--- src/rtl/fsm3_dispatch_ctrl_if.sv ---
// Bundle of command handshake, FSM3 launch/done, read-address and status signals for fsm3_dispatch_ctrl.
// slave is the dispatcher side; master is the command source plus the FSM3 modules.
interface fsm3_dispatch_ctrl_if #(
    parameter int AW = 10
);
    logic          cmd_valid;
    logic [1:0]    cmd_instr;
    logic          cmd_ready;
    logic          start_STP;
    logic          start_EVP;
    logic          start_EVB;
    logic          done_STP;
    logic          done_EVP;
    logic          done_EVB;
    logic [AW-1:0] rd_addr_data_STP;
    logic [AW-1:0] rd_addr_data_EVP;
    logic [AW-1:0] rd_addr_data_EVB;
    logic [1:0]    instr_sel;
    logic [AW-1:0] rd_addr_data_cur;
    logic          cmd_done;
    logic [15:0]   cmd_count;
    logic          err;
    logic          timeout;

    modport master (
        output cmd_valid, cmd_instr, done_STP, done_EVP, done_EVB,
               rd_addr_data_STP, rd_addr_data_EVP, rd_addr_data_EVB,
        input  cmd_ready, start_STP, start_EVP, start_EVB, instr_sel,
               rd_addr_data_cur, cmd_done, cmd_count, err, timeout
    );

    modport slave (
        input  cmd_valid, cmd_instr, done_STP, done_EVP, done_EVB,
               rd_addr_data_STP, rd_addr_data_EVP, rd_addr_data_EVB,
        output cmd_ready, start_STP, start_EVP, start_EVB, instr_sel,
               rd_addr_data_cur, cmd_done, cmd_count, err, timeout
    );
endinterface

--- src/rtl/fsm3_dispatch_ctrl.sv ---
// Dispatches STP/EVP/EVB/RST instructions to the FSM3 modules and commits the returned read pointer.
// Optional WAIT watchdog enabled by defining DISPATCH_TIMEOUT_EN.
//
//   state  | meaning
//   IDLE   | cmd_ready high, waiting for cmd_valid
//   LAUNCH | one-cycle start pulse to the selected FSM3 module
//   WAIT   | waiting for done of the active module
//   CLEAR  | RST instruction: clear read pointer, complete command
module fsm3_dispatch_ctrl #(
    parameter int buffer_size    = 1024,
    parameter int timeout_cycles = 4096
) (
    input logic                  clk,
    input logic                  rst,
    fsm3_dispatch_ctrl_if.slave  bus
);
    function automatic int log2(input int v);
        int r;
        r = 0;
        for (int i = 0; i < 31; i++) begin
            if ((1 << r) < v) r = r + 1;
        end
        return (r < 1) ? 1 : r;
    endfunction

    localparam int AW = log2(buffer_size);

    localparam logic [1:0] S_IDLE   = 2'd0;
    localparam logic [1:0] S_LAUNCH = 2'd1;
    localparam logic [1:0] S_WAIT   = 2'd2;
    localparam logic [1:0] S_CLEAR  = 2'd3;

    logic [1:0]    state_q,     state_d;
    logic [1:0]    instr_sel_q, instr_sel_d;
    logic [AW-1:0] ptr_q,       ptr_d;
    logic [15:0]   cnt_q,       cnt_d;
    logic [2:0]    start_q,     start_d;
    logic          cmd_done_q,  cmd_done_d;
    logic          err_q,       err_d;

    logic [2:0]    done_vec;
    logic [2:0]    sel_onehot;
    logic          active_done;
    logic          stray_done;
    logic [AW-1:0] rd_addr_sel;

`ifdef DISPATCH_TIMEOUT_EN
    localparam logic [31:0] TIMEOUT_LIM = 32'(timeout_cycles);
    logic [31:0]   wd_cnt_q,    wd_cnt_d;
    logic          timeout_q,   timeout_d;
`endif

    // Index 3 (RST) never reaches WAIT, so its empty one-hot is harmless.
    assign done_vec    = {bus.done_EVB, bus.done_EVP, bus.done_STP};
    assign sel_onehot  = 3'b001 << instr_sel_q;
    assign active_done = |(done_vec & sel_onehot);
    assign stray_done  = |(done_vec & ~sel_onehot);

    always_comb begin
        case (instr_sel_q)
            2'b00:   rd_addr_sel = bus.rd_addr_data_STP;
            2'b01:   rd_addr_sel = bus.rd_addr_data_EVP;
            default: rd_addr_sel = bus.rd_addr_data_EVB;
        endcase
    end

    always_comb begin
        state_d     = state_q;
        instr_sel_d = instr_sel_q;
        ptr_d       = ptr_q;
        cnt_d       = cnt_q;
        start_d     = 3'b000;
        cmd_done_d  = 1'b0;
        err_d       = err_q;
`ifdef DISPATCH_TIMEOUT_EN
        wd_cnt_d    = wd_cnt_q;
        timeout_d   = timeout_q;
`endif
        case (state_q)
            S_IDLE: begin
                if (bus.cmd_valid) begin
                    instr_sel_d = bus.cmd_instr;
                    if (bus.cmd_instr == 2'b11) begin
                        state_d = S_CLEAR;
                    end else begin
                        state_d = S_LAUNCH;
                        start_d = 3'b001 << bus.cmd_instr;
                    end
                end
            end
            S_LAUNCH: begin
                state_d = S_WAIT;
`ifdef DISPATCH_TIMEOUT_EN
                wd_cnt_d = 32'd0;
`endif
            end
            S_WAIT: begin
                if (stray_done) err_d = 1'b1;
                if (active_done) begin
                    ptr_d      = rd_addr_sel;
                    cmd_done_d = 1'b1;
                    cnt_d      = cnt_q + 16'd1;
                    state_d    = S_IDLE;
                end
`ifdef DISPATCH_TIMEOUT_EN
                else if (wd_cnt_q + 32'd1 >= TIMEOUT_LIM) begin
                    timeout_d = 1'b1;
                    state_d   = S_IDLE;
                end else begin
                    wd_cnt_d = wd_cnt_q + 32'd1;
                end
`endif
            end
            S_CLEAR: begin
                ptr_d      = '0;
                cmd_done_d = 1'b1;
                cnt_d      = cnt_q + 16'd1;
                state_d    = S_IDLE;
            end
            default: state_d = S_IDLE;
        endcase
    end

    always_ff @(posedge clk) begin
        if (!rst) begin
            state_q     <= S_IDLE;
            instr_sel_q <= 2'b00;
            ptr_q       <= '0;
            cnt_q       <= 16'd0;
            start_q     <= 3'b000;
            cmd_done_q  <= 1'b0;
            err_q       <= 1'b0;
        end else begin
            state_q     <= state_d;
            instr_sel_q <= instr_sel_d;
            ptr_q       <= ptr_d;
            cnt_q       <= cnt_d;
            start_q     <= start_d;
            cmd_done_q  <= cmd_done_d;
            err_q       <= err_d;
        end
    end

`ifdef DISPATCH_TIMEOUT_EN
    always_ff @(posedge clk) begin
        if (!rst) begin
            wd_cnt_q  <= 32'd0;
            timeout_q <= 1'b0;
        end else begin
            wd_cnt_q  <= wd_cnt_d;
            timeout_q <= timeout_d;
        end
    end
    assign bus.timeout = timeout_q;
`else
    assign bus.timeout = 1'b0;
`endif

    assign bus.cmd_ready        = (state_q == S_IDLE);
    assign bus.start_STP        = start_q[0];
    assign bus.start_EVP        = start_q[1];
    assign bus.start_EVB        = start_q[2];
    assign bus.instr_sel        = instr_sel_q;
    assign bus.rd_addr_data_cur = ptr_q;
    assign bus.cmd_done         = cmd_done_q;
    assign bus.cmd_count        = cnt_q;
    assign bus.err              = err_q;
endmodule

--- src/flat_wrapper.sv ---
// flat-port wrapper written by rule: the top's interface ports become plain ports
module fsm3_dispatch_ctrl_flat 
#(
    parameter int buffer_size    = 1024,
    parameter int timeout_cycles = 4096
)
  (clk, rst, bus_cmd_valid, bus_cmd_instr, bus_done_STP, bus_done_EVP, bus_done_EVB, bus_rd_addr_data_STP, bus_rd_addr_data_EVP, bus_rd_addr_data_EVB, bus_cmd_ready, bus_start_STP, bus_start_EVP, bus_start_EVB, bus_instr_sel, bus_rd_addr_data_cur, bus_cmd_done, bus_cmd_count, bus_err, bus_timeout);
  fsm3_dispatch_ctrl_if #(.AW(10)) bus_i ();
  input logic clk;
  input logic rst;
  input wire logic [$bits(bus_i.cmd_valid)-1:0] bus_cmd_valid;
  input wire logic [$bits(bus_i.cmd_instr)-1:0] bus_cmd_instr;
  input wire logic [$bits(bus_i.done_STP)-1:0] bus_done_STP;
  input wire logic [$bits(bus_i.done_EVP)-1:0] bus_done_EVP;
  input wire logic [$bits(bus_i.done_EVB)-1:0] bus_done_EVB;
  input wire logic [$bits(bus_i.rd_addr_data_STP)-1:0] bus_rd_addr_data_STP;
  input wire logic [$bits(bus_i.rd_addr_data_EVP)-1:0] bus_rd_addr_data_EVP;
  input wire logic [$bits(bus_i.rd_addr_data_EVB)-1:0] bus_rd_addr_data_EVB;
  output wire logic [$bits(bus_i.cmd_ready)-1:0] bus_cmd_ready;
  output wire logic [$bits(bus_i.start_STP)-1:0] bus_start_STP;
  output wire logic [$bits(bus_i.start_EVP)-1:0] bus_start_EVP;
  output wire logic [$bits(bus_i.start_EVB)-1:0] bus_start_EVB;
  output wire logic [$bits(bus_i.instr_sel)-1:0] bus_instr_sel;
  output wire logic [$bits(bus_i.rd_addr_data_cur)-1:0] bus_rd_addr_data_cur;
  output wire logic [$bits(bus_i.cmd_done)-1:0] bus_cmd_done;
  output wire logic [$bits(bus_i.cmd_count)-1:0] bus_cmd_count;
  output wire logic [$bits(bus_i.err)-1:0] bus_err;
  output wire logic [$bits(bus_i.timeout)-1:0] bus_timeout;
  assign bus_i.cmd_valid = bus_cmd_valid;
  assign bus_i.cmd_instr = bus_cmd_instr;
  assign bus_i.done_STP = bus_done_STP;
  assign bus_i.done_EVP = bus_done_EVP;
  assign bus_i.done_EVB = bus_done_EVB;
  assign bus_i.rd_addr_data_STP = bus_rd_addr_data_STP;
  assign bus_i.rd_addr_data_EVP = bus_rd_addr_data_EVP;
  assign bus_i.rd_addr_data_EVB = bus_rd_addr_data_EVB;
  assign bus_cmd_ready = bus_i.cmd_ready;
  assign bus_start_STP = bus_i.start_STP;
  assign bus_start_EVP = bus_i.start_EVP;
  assign bus_start_EVB = bus_i.start_EVB;
  assign bus_instr_sel = bus_i.instr_sel;
  assign bus_rd_addr_data_cur = bus_i.rd_addr_data_cur;
  assign bus_cmd_done = bus_i.cmd_done;
  assign bus_cmd_count = bus_i.cmd_count;
  assign bus_err = bus_i.err;
  assign bus_timeout = bus_i.timeout;
  fsm3_dispatch_ctrl #(.buffer_size(buffer_size), .timeout_cycles(timeout_cycles)) u_core (.clk(clk), .rst(rst), .bus(bus_i));
endmodule
--- config.mk ---
export PLATFORM = sky130hd
export DESIGN_NAME = fsm3_dispatch_ctrl_flat
export DESIGN_NICKNAME = d
export VERILOG_FILES = /design/src/rtl/fsm3_dispatch_ctrl_if.sv /design/src/rtl/fsm3_dispatch_ctrl.sv /design/src/flat_wrapper.sv
export SDC_FILE = /design/constraint.sdc
export NUM_CORES = 1
export LEC_CHECK = 0
export CAP_MARGIN = 10
export CORE_MARGIN = 2
export CORE_UTILIZATION = 30
export DETAILED_ROUTE_END_ITERATION = 7
export SLEW_MARGIN = 40
export SYNTH_ARGS = -nofsm -noshare
export SYNTH_HDL_FRONTEND = slang
export SYNTH_SLANG_ARGS = --single-unit
export TNS_END_PERCENT = 1
--- constraint.sdc ---
create_clock -name clk -period 1.66 [get_ports clk]
set_input_delay 0.166 -clock clk [delete_from_list [all_inputs] [get_ports clk]]
set_output_delay 0.166 -clock clk [all_outputs]
set_load 0.005 [all_outputs]
==> summary.md <==
The number of max-slew violations in the final report was 0. In the post-synthesis netlist, the cell with the most instances is sky130_fd_sc_hd__dfxtp_1. The initial antenna violation count was 0; the largest net degree at the start of global routing was 25. The die outline height came out at 80.7 um. Clock skew: 2.02 ps. After detailed routing, the number of vias per cell comes to 4.87.

The total congestion overflow after global routing was 0; the sequential-to-total area share from yosys stat was 39.7%. The proportion of layout cells with a drive suffix above 1 works out to 12.2%. The top-level I/O count is 73. Starting utilization of the core area: 31.5%. Category of the worst setup path launch point: a primary input. In this run, synthesis produced a sequential element count of 35. The maximum resistive drop on vdd was 0.359 mV.

TritonCTS built the clock tree. In the routed design, unresolved DRC markers number 0. In this run, the number of DRC markers left after iteration 0 of detailed routing was 90. The total number of nets in the final design was 332; the global-route wire length before repair was 7130 um. Dividing the synthesized area by the synthesized cell count gives 8.56 um^2. After routing the design area is 0.00277 mm^2. The start-to-end type of the worst setup path was in -> reg. Once placement finished, the instance area stood at 0.00267 mm^2. The final critical path takes up 97.9% of the cycle. For the count of clock tree sinks, the log shows 35. The tree is rooted in a sky130_fd_sc_hd__clkbuf_8. The remaining number of nets flagged by the antenna check after routing came out at 0. Sequential share of power: 47.7%. The logs give 245 for the synthesized netlist net count and 31.4% for the clock share of power. Yosys mapped the design onto 39 distinct sky130hd cell types. The share of the synthesized area in the top cell type works out to 39.7%.

Dividing the detail-routed wire length by the instance count gives 12.4 um. The number of clock buffers added by TritonCTS is 5. The proportion of register bits with asynchronous set or reset after synthesis is 0%. sky130_fd_sc_hd__dfxtp_1 takes more of the synthesized area than any other cell. The logs give 2 for the worst-case clock buffer depth and 20.8% for the part of the power in combinational logic. Of all nets on the critical path, the largest fanout is 21. Compared with the post-synthesis result, the final layout area differs by 57.1%. The count of final setup violators came out at 0. The commonest cells after synthesis are sky130_fd_sc_hd__dfxtp_1 (35), sky130_fd_sc_hd__nand2_1 (31), sky130_fd_sc_hd__a21oi_1 (22).

Ranked by total cell area, the synthesized netlist is headed by sky130_fd_sc_hd__dfxtp_1 (40%), sky130_fd_sc_hd__mux2i_1 (6.8%), sky130_fd_sc_hd__nand2_1 (6.6%). The later pin in the worst-skew pair is clocked with a latency of 280 ps. The worst path in the final design needs a cycle of 1630 ps, including I/O delays and setup. Setup repair after global routing could not meet its margin everywhere. For the synthesized area, the log shows 0.00176 mm^2.

The routed wire length came out at 4550 um. During synthesis, Yosys emitted a total of 0 warnings. For the cell internal power dissipation, the log shows 1.39 mW.

The via count of the first global-routing pass is 1625. The initialized floorplan defines 27 standard-cell rows. The power per cell area was 671 mW/mm^2. The switching power total came out at 0.469 mW.

The run finished with clean final reports. The clock-pin slew reported for the worst setup and hold paths after clock tree synthesis was 70 ps. The worst endpoint required time came out at 1870 ps. Routability-driven placement finished with a final weighted congestion of 0.790. The logs give 1840 ps for the critical path arrival and 3470 um for the total half-perimeter wirelength after legalization and detailed placement.

The highest achievable clock rate was 615 MHz. The all-layer global routing usage is 14.2%. The floorplan step set the die width to 80.7 um. Of the total power, the share spent switching nets is 25.2%. After routing, the total negative slack on setup checks comes to 0 ps. In this run the post-CTS setup repair buffer count came out at 0. The number of antenna diodes in the final layout is 0. Counting flops with a built-in enable in the synthesized netlist gives 0. The run gives 0 as the reported max-cap violation count. The path class of the tightest hold or removal check is reg -> reg. The H-tree generated during clock tree synthesis spans 2 levels. The number of buffers inserted by port buffering was 71; the area enclosed by the die boundary was 0.00651 mm^2.

Detailed routing inserted a total of 1784 vias. The tools report the cell count after synthesis as 206. At the end of the flow the core is filled with cells to 49.4%. For the total leakage power, the log shows 0.963 nW. STA classifies the critical path endpoint as a register. The area of the core region was 0.00561 mm^2; the first-pass detailed-route iteration total was 4. The number of failing hold endpoints at the final stage was 0. The primary flip-flop cell chosen by synthesis mapping was sky130_fd_sc_hd__dfxtp_1.
-- metrics by stage --
step	hold WS (ps)	instances	setup WS, ps	power (mW)
final	455	366	34.6	1.86
after global routing	480	366	-32.8	1.95
after CTS	457	366	23.4	1.90
after detailed placement	449	358	-276	1.30
after global placement	444	358	-215	1.29
after floorplan	242	206	156	1.08
-- state kept, by name (all words and copies together) (netlist names) --
register	flops
u_core.bus.cmd_done	1
u_core.bus.cmd_count	16
u_core.bus.err	1
u_core.bus.instr_sel	2
u_core.state_q	2
u_core.start_q	3
u_core.bus.rd_addr_data_cur	10
-- cells in the final DEF (no fill, tap or decap), types with 5 or more instances in the layout --
cell type,n
sky130_fd_sc_hd__a21oi_1,22
sky130_fd_sc_hd__buf_4,19
sky130_fd_sc_hd__clkbuf_8,5
sky130_fd_sc_hd__clkdlybuf4s50_1,70
sky130_fd_sc_hd__dfxtp_1,34
sky130_fd_sc_hd__inv_1,6
sky130_fd_sc_hd__mux2i_1,12
sky130_fd_sc_hd__nand2_1,31
sky130_fd_sc_hd__nand2b_1,7
sky130_fd_sc_hd__nand3_1,11
sky130_fd_sc_hd__nand3b_1,10
sky130_fd_sc_hd__o21ai_0,13
sky130_fd_sc_hd__o31ai_1,6
sky130_fd_sc_hd__or4_1,6
-- path summary, 6_finish.rpt --
kind / from / end / slack (ps) / cells past startpoint
worst max-delay path: bus_done_EVB / u_core.bus.cmd_count[10] / 30 / 6
worst min-delay path: u_core.bus.rd_addr_data_cur[1] / u_core.bus.rd_addr_data_cur[1] / 450 / 2
worst max register to register: u_core.bus.instr_sel[0] / u_core.bus.rd_addr_data_cur[9] / 60 / 7
worst min register to register: u_core.bus.rd_addr_data_cur[1] / u_core.bus.rd_addr_data_cur[1] / 450 / 2
-- power groups by stage --
stage                     Clock, mW  Combinational (mW)  Sequential (mW)
after CTS                     0.616               0.392            0.888
after global placement            0               0.387            0.907
after global routing          0.639               0.423            0.892
final                         0.585               0.388            0.888
after detailed placement          0               0.390            0.907
after floorplan                   0               0.172            0.909
-- per-layer routing --
| layer | vias up | part of all wire [%] | track usage, % |
|---|---|---|---|
| li1 | 925 | - | - |
| met1 | 804 | 43 | 16.6 |
| met2 | 48 | 49 | 23.8 |
| met3 | 7 | 6.2 | 3.82 |
| met4 | 0 | 1.3 | 6.95 |
| met5 | - | 0 | 0 |
-- what timing repair did --
action | in CTS | in global routing
setup endpoints to repair | 5 | 12
hold buffers | 0 | 0
pin swaps | 0 | 0
gates resized for setup | 2 | 4
-- worst max-delay path: stages --
cell,delay [ps]
sky130_fd_sc_hd__clkdlybuf4s50_1,500
sky130_fd_sc_hd__nor2b_2,220
sky130_fd_sc_hd__o221ai_4,130
sky130_fd_sc_hd__buf_12,170
sky130_fd_sc_hd__or4_1,490
sky130_fd_sc_hd__a21oi_1,160
-- cell type report --
class / count / area (um^2)
fill: 581 / 2840
multi-input combinational: 152 / 975
timing repair buffer: 93 / 898
sequential: 35 / 704
tap: 72 / 90.1
clock buffer: 7 / 76.3
inverter: 6 / 22.5
clock inverter: 1 / 5.00
-- logic make-up after synthesis --
family                   count (synthesis)  synth area share (%)
other                                    1                 0.213
AO/OA/AOI/OAI                           53                  19.4
AND/OR/NAND/NOR                         83                  26.3
XOR/XNOR                                 1                 0.497
multiplexers                            13                  7.66
adder cells (fa/ha/maj)                  1                 0.709
buffers and inverters                   19                  5.53
flip-flops                              35                  39.7
(Power assumes the default switching activity.)
